[src/rtl/alu_uart_sequencer.sv]
// alu_uart_sequencer
// Frame sequencer between a UART receiver/transmitter pair and an 8-bit ALU.
// A frame is three received bytes in order: operand A, operand B, opcode.
// After the opcode arrives the ALU gets one cycle to settle on the new
// operands. Its result is then latched into tx_data and announced with a
// single-cycle tx_start pulse. The sequencer then waits for the transmitter
// to finish.
//
// Ports
//   clk           system clock, rising edge
//   reset         synchronous, active-high
//   rx_done_tick  1-cycle pulse, rx_data valid
//   rx_data       received byte
//   tx_done_tick  1-cycle pulse, transmitter finished
//   alu_w         ALU result (combinational from a, b, op)
//   a, b, op      registered ALU operands / opcode
//   tx_data       registered byte to transmit
//   tx_start      1-cycle pulse, start transmitting tx_data
//   busy          high whenever the sequencer is not waiting for operand A
//   rx_drop       sticky: a byte arrived while executing or transmitting
module alu_uart_sequencer #(
  parameter int DBIT           = 8,
  parameter int TIMEOUT_CYCLES = 5000000,
  parameter int CNT_W          = 23
) (
  input  logic            clk,
  input  logic            reset,
  input  logic            rx_done_tick,
  input  logic [DBIT-1:0] rx_data,
  input  logic            tx_done_tick,
  input  logic [DBIT-1:0] alu_w,
  output logic [DBIT-1:0] a,
  output logic [DBIT-1:0] b,
  output logic [DBIT-1:0] op,
  output logic [DBIT-1:0] tx_data,
  output logic            tx_start,
  output logic            busy,
  output logic            rx_drop
);

  typedef enum logic [2:0] {
    WAIT_A  = 3'd0,
    WAIT_B  = 3'd1,
    WAIT_OP = 3'd2,
    EXEC    = 3'd3,
    WAIT_TX = 3'd4
  } state_t;

  // A zero timeout disables the inter-byte abort entirely.
  localparam bit               TO_EN   = (TIMEOUT_CYCLES > 0);
  localparam logic [CNT_W-1:0] TO_LAST = TO_EN ? CNT_W'(TIMEOUT_CYCLES - 1) : '0;

  state_t            state_q, state_d;
  logic [DBIT-1:0]   a_q, a_d;
  logic [DBIT-1:0]   b_q, b_d;
  logic [DBIT-1:0]   op_q, op_d;
  logic [DBIT-1:0]   tx_data_q, tx_data_d;
  logic              tx_start_q, tx_start_d;
  logic              busy_q, busy_d;
  logic              rx_drop_q, rx_drop_d;
  logic [CNT_W-1:0]  cnt_q, cnt_d;

  always_comb begin
    state_d    = state_q;
    a_d        = a_q;
    b_d        = b_q;
    op_d       = op_q;
    tx_data_d  = tx_data_q;
    tx_start_d = 1'b0;
    rx_drop_d  = rx_drop_q;
    cnt_d      = cnt_q;

    unique case (state_q)
      WAIT_A: begin
        if (rx_done_tick) begin
          a_d     = rx_data;
          cnt_d   = '0;
          state_d = WAIT_B;
        end
      end
      WAIT_B, WAIT_OP: begin
        // A byte arriving on the expiry cycle is still accepted.
        if (rx_done_tick) begin
          cnt_d = '0;
          if (state_q == WAIT_B) begin
            b_d     = rx_data;
            state_d = WAIT_OP;
          end else begin
            op_d    = rx_data;
            state_d = EXEC;
          end
        end else if (TO_EN) begin
          if (cnt_q == TO_LAST) begin
            cnt_d   = '0;
            state_d = WAIT_A;
          end else begin
            cnt_d = cnt_q + CNT_W'(1);
          end
        end
      end
      EXEC: begin
        // The ALU has seen the new opcode for this whole cycle.
        tx_data_d  = alu_w;
        tx_start_d = 1'b1;
        state_d    = WAIT_TX;
        if (rx_done_tick) rx_drop_d = 1'b1;
      end
      WAIT_TX: begin
        if (rx_done_tick) rx_drop_d = 1'b1;
        if (tx_done_tick) state_d = WAIT_A;
      end
      default: state_d = WAIT_A;
    endcase

    // Registered from the next state so it moves on the same edge as the FSM.
    busy_d = (state_d != WAIT_A);
  end

  always_ff @(posedge clk) begin
    if (reset) begin
      state_q    <= WAIT_A;
      a_q        <= '0;
      b_q        <= '0;
      op_q       <= '0;
      tx_data_q  <= '0;
      tx_start_q <= 1'b0;
      busy_q     <= 1'b0;
      rx_drop_q  <= 1'b0;
      cnt_q      <= '0;
    end else begin
      state_q    <= state_d;
      a_q        <= a_d;
      b_q        <= b_d;
      op_q       <= op_d;
      tx_data_q  <= tx_data_d;
      tx_start_q <= tx_start_d;
      busy_q     <= busy_d;
      rx_drop_q  <= rx_drop_d;
      cnt_q      <= cnt_d;
    end
  end

  assign a        = a_q;
  assign b        = b_q;
  assign op       = op_q;
  assign tx_data  = tx_data_q;
  assign tx_start = tx_start_q;
  assign busy     = busy_q;
  assign rx_drop  = rx_drop_q;

endmodule

[config.mk]
export PLATFORM = sky130hd
export DESIGN_NAME = alu_uart_sequencer
export DESIGN_NICKNAME = d
export VERILOG_FILES = /design/src/rtl/alu_uart_sequencer.sv
export SDC_FILE = /design/constraint.sdc
export NUM_CORES = 1
export LEC_CHECK = 0
export BUFFER_PORTS_ARGS = -buffer_cell sky130_fd_sc_hd__buf_4
export CAP_MARGIN = 15
export CORE_ASPECT_RATIO = 1.5
export CORE_UTILIZATION = 48
export DETAILED_ROUTE_END_ITERATION = 8
export PLACE_DENSITY = 0.74
export RECOVER_POWER = 25
export SYNTH_ARGS = -nofsm -noshare
export SYNTH_HDL_FRONTEND = slang
export SYNTH_SLANG_ARGS = --single-unit
[constraint.sdc]
create_clock -name clk -period 1.9 [get_ports clk]
set_input_delay 0.285 -clock clk [delete_from_list [all_inputs] [get_ports clk]]
set_output_delay 0.285 -clock clk [all_outputs]
set_load 0.02 [all_outputs]
==> metrics.yaml, run 1 <==
hold_path:
  hold_end: "tx_data[2]$_SDFFE_PP0P_"
  min-delay-path-class: "primary input to register"
  whs_path_depth: 3
  min_from: "alu_w[2]"
global_routing:
  grt-ovfl-total: 0
  grt.total_usage: 0.243
  grt_pass1_wl_um: 11000
  grt_max_degree: 44
  antenna_found_initial: 0
  grt_pass1_vias: 2472
critical_path:
  r2r_start: "cnt_q[0]$_SDFFE_PP0P_"
  critical_path_required_ns: 2.12
  end_kind: "register"
  start_kind: "register"
  reg2reg_depth: 7
  critPathArrivalTime_ns: 2.16
  r2r_end: "cnt_q[13]$_SDFFE_PP0P_"
  critPathMaxFanout: 8
  path_class: "register to register"
  r2r_setup_slack_ns: -0.04
sta:
  fin_ws_ns: -0.0376
  rsz0062_at_grt: "yes"
  min_period_ns: 1.94
  slew-limit-headroom: 0.706
  slew_viol_final: 0
  max_freq_mhz: 516
  fin_crit_sh: 1.02
  hold_viol_final: 0
  worst_slew_pin_slew_ns: 0.437
  setup_violations: 20
  finClkSkew_ns: 0.00496
synthesis:
  synth_top_cell_by_area: "dfxtp_1"
  ys_top_cells_by_count: "61 x dfxtp_1, 47 x nand2_1, 43 x nor2_1, 23 x a21oi_1, 16 x mux2i_1"
  synth.top_cell.area_share: 0.467
  synth_seq_area_share: 0.467
  synth-seq-cells: 61
  ys_types: 43
  mappedNetlistNets: 328
  synth_ff_type: "dfxtp_1"
  async_flop_share: 0
  yosysWarnings: 0
  syn_avg_cell_area_um2: 8.52
  yosys-top-cells-area: "dfxtp_1 47%, nand2_1 6.7%, nor2_1 6.2%, mux2i_1 6.1%, xnor2_1 4.7%"
  yosysMostFrequentCell: "dfxtp_1"
  syn-cell-area_mm2: 0.00262
  syn_inst: 307
  synth-edff-count: 0
pwr:
  ir_worst_vdd_v: 0.000524
  p_leak_nw: 1.32
  pwr_density_cell_mw_per_mm2: 800
  power_mw: 2.76
placed_design:
  hpwl_um: 4560
  io_buffers: 54
  gp_congestion: 0.890
  place_ws_ns: -0.0494
drt:
  wire_per_inst_um: 13.8
  drt_first_pass_iters: 5
  wl_um: 6300
  vias_per_cell: 5.23
  drt_iter0_markers: 124
  drcViolationCount: 0
  drtAntennaViolNets: 0
  vias: 2380
clock_network:
  cts_made_buffers: 9
  cts_hold_buf: 0
  cts-root-buf: "clkbuf_8"
  h-tree-depth: 3
  cts_tree: "done"
  clock_path_buffers: 2
  clk_latency_ns: 0.33
  cts_sinks: 61
  clk_pin_slew_worst_paths_ns: 0.07
layout:
  drive_above_1_share: 0.271
  syn_to_final_growth_pct: 31.9
  regArea_mm2: 0.00123
  multi_input_area_mm2: 0.00135
  final_nets: 403
  diodes: 0
  final_core_util: 0.663
  nFillCells: 472
die:
  die_area_mm2: 0.00575
  die_x_um: 62.3
  die_h_um: 92.4
  start_util: 0.502
  ioPinCount: 55
  rows: 32
  coreArea_mm2: 0.00520
run_status:
  violations: "setup timing"
  status: "finished, violations left"
run:
  drv_cap: 0
logic make-up after synthesis:
family | after synthesis | share of synthesized area
AO/OA/AOI/OAI | 43 | 0.101
XOR/XNOR | 17 | 0.0569
adder cells (fa/ha/maj) | 1 | 0.00478
buffers and inverters | 22 | 0.0378
flip-flops | 61 | 0.467
multiplexers | 16 | 0.0612
AND/OR/NAND/NOR | 147 | 0.271
flip-flops by register name (all words and copies together) (netlist names):
signal    count
a             8
b             8
busy          1
cnt_q        23
op            8
rx_drop       1
state_q       3
tx_data       8
tx_start      1
final cells by class:
| type | instances | area share |
|---|---|---|
| inverter | 2 | 0.00218 |
| multi-input combinational | 224 | 0.390 |
| clock buffer | 13 | 0.0464 |
| sequential | 61 | 0.357 |
| tap | 68 | 0.0247 |
| clock inverter | 3 | 0.0123 |
| timing repair buffer | 84 | 0.167 |
layer usage:
metal | vias up | global-route usage | part of all wire
met5 | - | 0 | 0
met4 | 0 | 0.130 | 0.026
met3 | 11 | 0.0714 | 0.050
met2 | 59 | 0.444 | 0.53
met1 | 1100 | 0.246 | 0.40
li1 | 1210 | - | -
timing repair:
action,in CTS,in global routing
gates resized for setup,9,10
cloned,1,0
endpoints found under the setup margin,20,21
setup buffers,1,1
pin swaps,17,2
report_power, final:
part | switching, mW | internal [mW]
sequential | 0.0168 | 1.31
combinational | 0.154 | 0.111
clock | 0.483 | 0.685
total | 0.654 | 2.11
worst max-delay path, cell delays in order, from the launching register on:
cell and delay, ns:
dfxtp_4 0.36, ha_4 0.14, nand2_4 0.05, or4_4 0.49, or2_4 0.28, o31ai_4 0.28, buf_6 0.19, nor2_1 0.05
cells in the final DEF (no fill, tap or decap), types with 2 or more instances in the layout:
master / instances
buf_4: 63
dfxtp_1: 56
nand2_1: 46
nor2_1: 36
a21oi_1: 22
clkbuf_1: 21
mux2i_1: 16
xnor2_1: 14
nand4_1: 12
nor3_1: 9
clkbuf_8: 9
nor4_1: 8
nor2_2: 8
o21ai_0: 6
a211oi_1: 5
nand3_1: 4
or3_1: 3
xor2_1: 3
buf_6: 3
dfxtp_2: 3
or2_2: 2
inv_1: 2
a21o_1: 2
o21a_1: 2
and4_1: 2
and2_1: 2
nand2b_1: 2
dfxtp_4: 2
worst max-delay path by stage:
stage,startpoint,to,slack (ns),depth (start not counted)
5_1_grt,cnt_q[0]$_SDFFE_PP0P_,cnt_q[9]$_SDFFE_PP0P_,-0.11,7
2_1_floorplan,cnt_q[1]$_SDFFE_PP0P_,cnt_q[11]$_SDFFE_PP0P_,0.01,7
6_report,cnt_q[0]$_SDFFE_PP0P_,cnt_q[13]$_SDFFE_PP0P_,-0.04,7
3_5_place_dp,cnt_q[1]$_SDFFE_PP0P_,cnt_q[22]$_SDFFE_PP0P_,-0.05,7
3_3_place_gp,cnt_q[1]$_SDFFE_PP0P_,cnt_q[22]$_SDFFE_PP0P_,-0.01,7
4_1_cts,cnt_q[0]$_SDFFE_PP0P_,cnt_q[9]$_SDFFE_PP0P_,-0.02,7
per-stage QoR:
| stage | instance area [µm²] | setup TNS (ns) | cells | hold slack [ns] |
|---|---|---|---|---|
| finish | 3450 | -0.511 | 455 | 0.179 |
| global route | 3450 | -1.94 | 455 | 0.177 |
| CTS | 3480 | -0.123 | 454 | 0.174 |
| detailed placement | 3240 | -0.559 | 436 | 0.447 |
| global placement | 3240 | -0.0928 | 436 | 0.443 |
| floorplan | 2640 | 0 | 307 | 0.421 |
(Power assumes the default switching activity.)
==> run 2: changes to the inputs <==
--- a/config.mk
+++ b/config.mk
@@ -8,9 +8,9 @@
 export BUFFER_PORTS_ARGS = -buffer_cell sky130_fd_sc_hd__buf_4
 export CAP_MARGIN = 15
 export CORE_ASPECT_RATIO = 1.5
-export CORE_UTILIZATION = 48
+export CORE_UTILIZATION = 58
 export DETAILED_ROUTE_END_ITERATION = 8
-export PLACE_DENSITY = 0.74
+export PLACE_DENSITY = 0.84
 export RECOVER_POWER = 25
 export SYNTH_ARGS = -nofsm -noshare
 export SYNTH_HDL_FRONTEND = slang
==> constraint.sdc (replaced) <==
create_clock -name clk -period 2.5 [get_ports clk]
set_input_delay 0.375 -clock clk [delete_from_list [all_inputs] [get_ports clk]]
set_output_delay 0.375 -clock clk [all_outputs]
set_load 0.02 [all_outputs]
==> metrics.yaml, run 2 (same netlist as run 1, synthesis figures left out) <==
sta:
  tns_ns: 0
  setup_violations: 0
  hold_viol_final: 0
  rsz0062_at_grt: "no"
  min_period_ns: 2.18
  fin_crit_sh: 0.871
  slew-limit-headroom: 0.593
  finClkSkew_ns: 0.00872
  hold_ws_ns: 0.268
  fin_ws_ns: 0.321
  slew_viol_final: 0
  max_freq_mhz: 459
  worst_slew_pin_slew_ns: 0.609
placed_design:
  hpwl_um: 4440
  gp_congestion: 0.946
  place_ws_ns: 0.346
  io_buffers: 54
drt:
  highest-signal-layer: "met4"
  wl_met3_um: 368
  drtAntennaViolNets: 0
  wire_per_inst_um: 15.6
  wl_met2_um: 3400
  drt_first_pass_iters: 6
  wl_um: 6370
  drt_iter0_markers: 231
  vias_per_cell: 5.82
  wl_met1_um: 2450
  drcViolationCount: 0
  vias: 2373
pwr:
  p_seq_frac: 0.474
  pwr_density_cell_mw_per_mm2: 679
  ir_worst_vdd_v: 0.000502
  swShare: 0.242
  p_leak_nw: 1.16
  p_int_mw: 1.62
  switchingPower_mw: 0.517
  power_mw: 2.14
  comb_power_share: 0.083
  clkPwrFrac: 0.443
layout:
  top_register: "cnt_q"
  drive_above_1_share: 0.169
  final_nets: 378
  nFillCells: 344
  diodes: 0
  syn_to_final_growth_pct: 20.4
  layout_commonest_cell: "dfxtp_1"
  largest_register_ffs: 23
  final_cell_mix: "61 x dfxtp_1, 47 x nand2_1, 43 x nor2_1"
clock_network:
  cts_sinks: 61
  cts_made_buffers: 9
  cts_hold_buf: 0
  cts_tree: "done"
  h-tree-depth: 3
  ctsResizeCount: 0
  cts-root-buf: "clkbuf_8"
  clk_latency_ns: 0.34
  post-cts-setup-buffer-count: 0
  clk_pin_slew_worst_paths_ns: 0.07
  clock_path_buffers: 2
global_routing:
  grt_pass1_vias: 2328
  grt.total_usage: 0.287
  antenna_found_initial: 0
  grt_pass1_wl_um: 10600
  grt-ovfl-total: 0
  grt_max_degree: 44
die:
  rows: 29
  ioPinCount: 55
  start_util: 0.611
  die_x_um: 56.8
  coreArea_mm2: 0.00428
  die_h_um: 84.2
  die_area_mm2: 0.00479
critical_path:
  critPathMaxFanout: 9
  critical_path_required_ns: 2.72
  crit_start: "cnt_q[0]$_SDFFE_PP0P_"
  start_kind: "register"
  end_kind: "register"
  critPathArrivalTime_ns: 2.40
  r2r_start: "cnt_q[0]$_SDFFE_PP0P_"
  path_class: "register to register"
hold_path:
  min-delay-path-class: "primary input to register"
  min_from: "alu_w[1]"
run:
  drv_cap: 0
run_status:
  status: "complete, no violations"
-- run 2: through the flow --
stage	std cells	instance area (µm²)	utilization
2_1_floorplan	307	2620	-
3_3_place_gp	392	3020	0.706
3_5_place_dp	392	3020	0.706
4_1_cts	408	3240	0.756
5_1_grt	408	3150	0.735
6_report	408	3150	0.735
-- run 2: routing by layer --
metal / up-vias / GRT usage
met2: 104 / 0.492
li1: 1159 / -
met4: 0 / 0.144
met1: 1090 / 0.322
met3: 20 / 0.0786
met5: - / 0
-- run 2: layout make-up --
| cell class | instances | area [µm²] | area share |
|---|---|---|---|
| clock buffer | 9 | 124 | 0.0393 |
| inverter | 2 | 7.51 | 0.00238 |
| multi-input combinational | 224 | 1290 | 0.411 |
| tap | 46 | 57.6 | 0.0183 |
| sequential | 61 | 1220 | 0.388 |
| timing repair buffer | 59 | 353 | 0.112 |
| clock inverter | 7 | 90.1 | 0.0286 |
-- run 2: path summary, 6_finish.rpt --
path         cells after the start  slack (ns)                      end
min                              3        0.27  tx_data[1]$_SDFFE_PP0P_
max reg2reg                      7        0.32   cnt_q[11]$_SDFFE_PP0P_
max                              7        0.32   cnt_q[11]$_SDFFE_PP0P_
min reg2reg                      2        0.46        b[1]$_SDFFE_PP0P_
-- run 2: critical path, stage by stage (launching register included) --
cell and delay [ns]:
dfxtp_1 0.40, ha_1 0.24, nand2_1 0.09, or4_4 0.53
or2_4 0.28, o31ai_4 0.25, buf_4 0.21, nor3_2 0.06
-- run 2: power groups by stage --
| stage | registers, mW | logic [mW] | clock network [mW] |
|---|---|---|---|
| finish | 1.01 | 0.178 | 0.946 |
| global route | 1.02 | 0.193 | 1.01 |
| CTS | 1.01 | 0.187 | 0.957 |
| detailed placement | 1.04 | 0.185 | 0 |
| global placement | 1.03 | 0.182 | 0 |
| floorplan | 1.05 | 0.0898 | 0 |
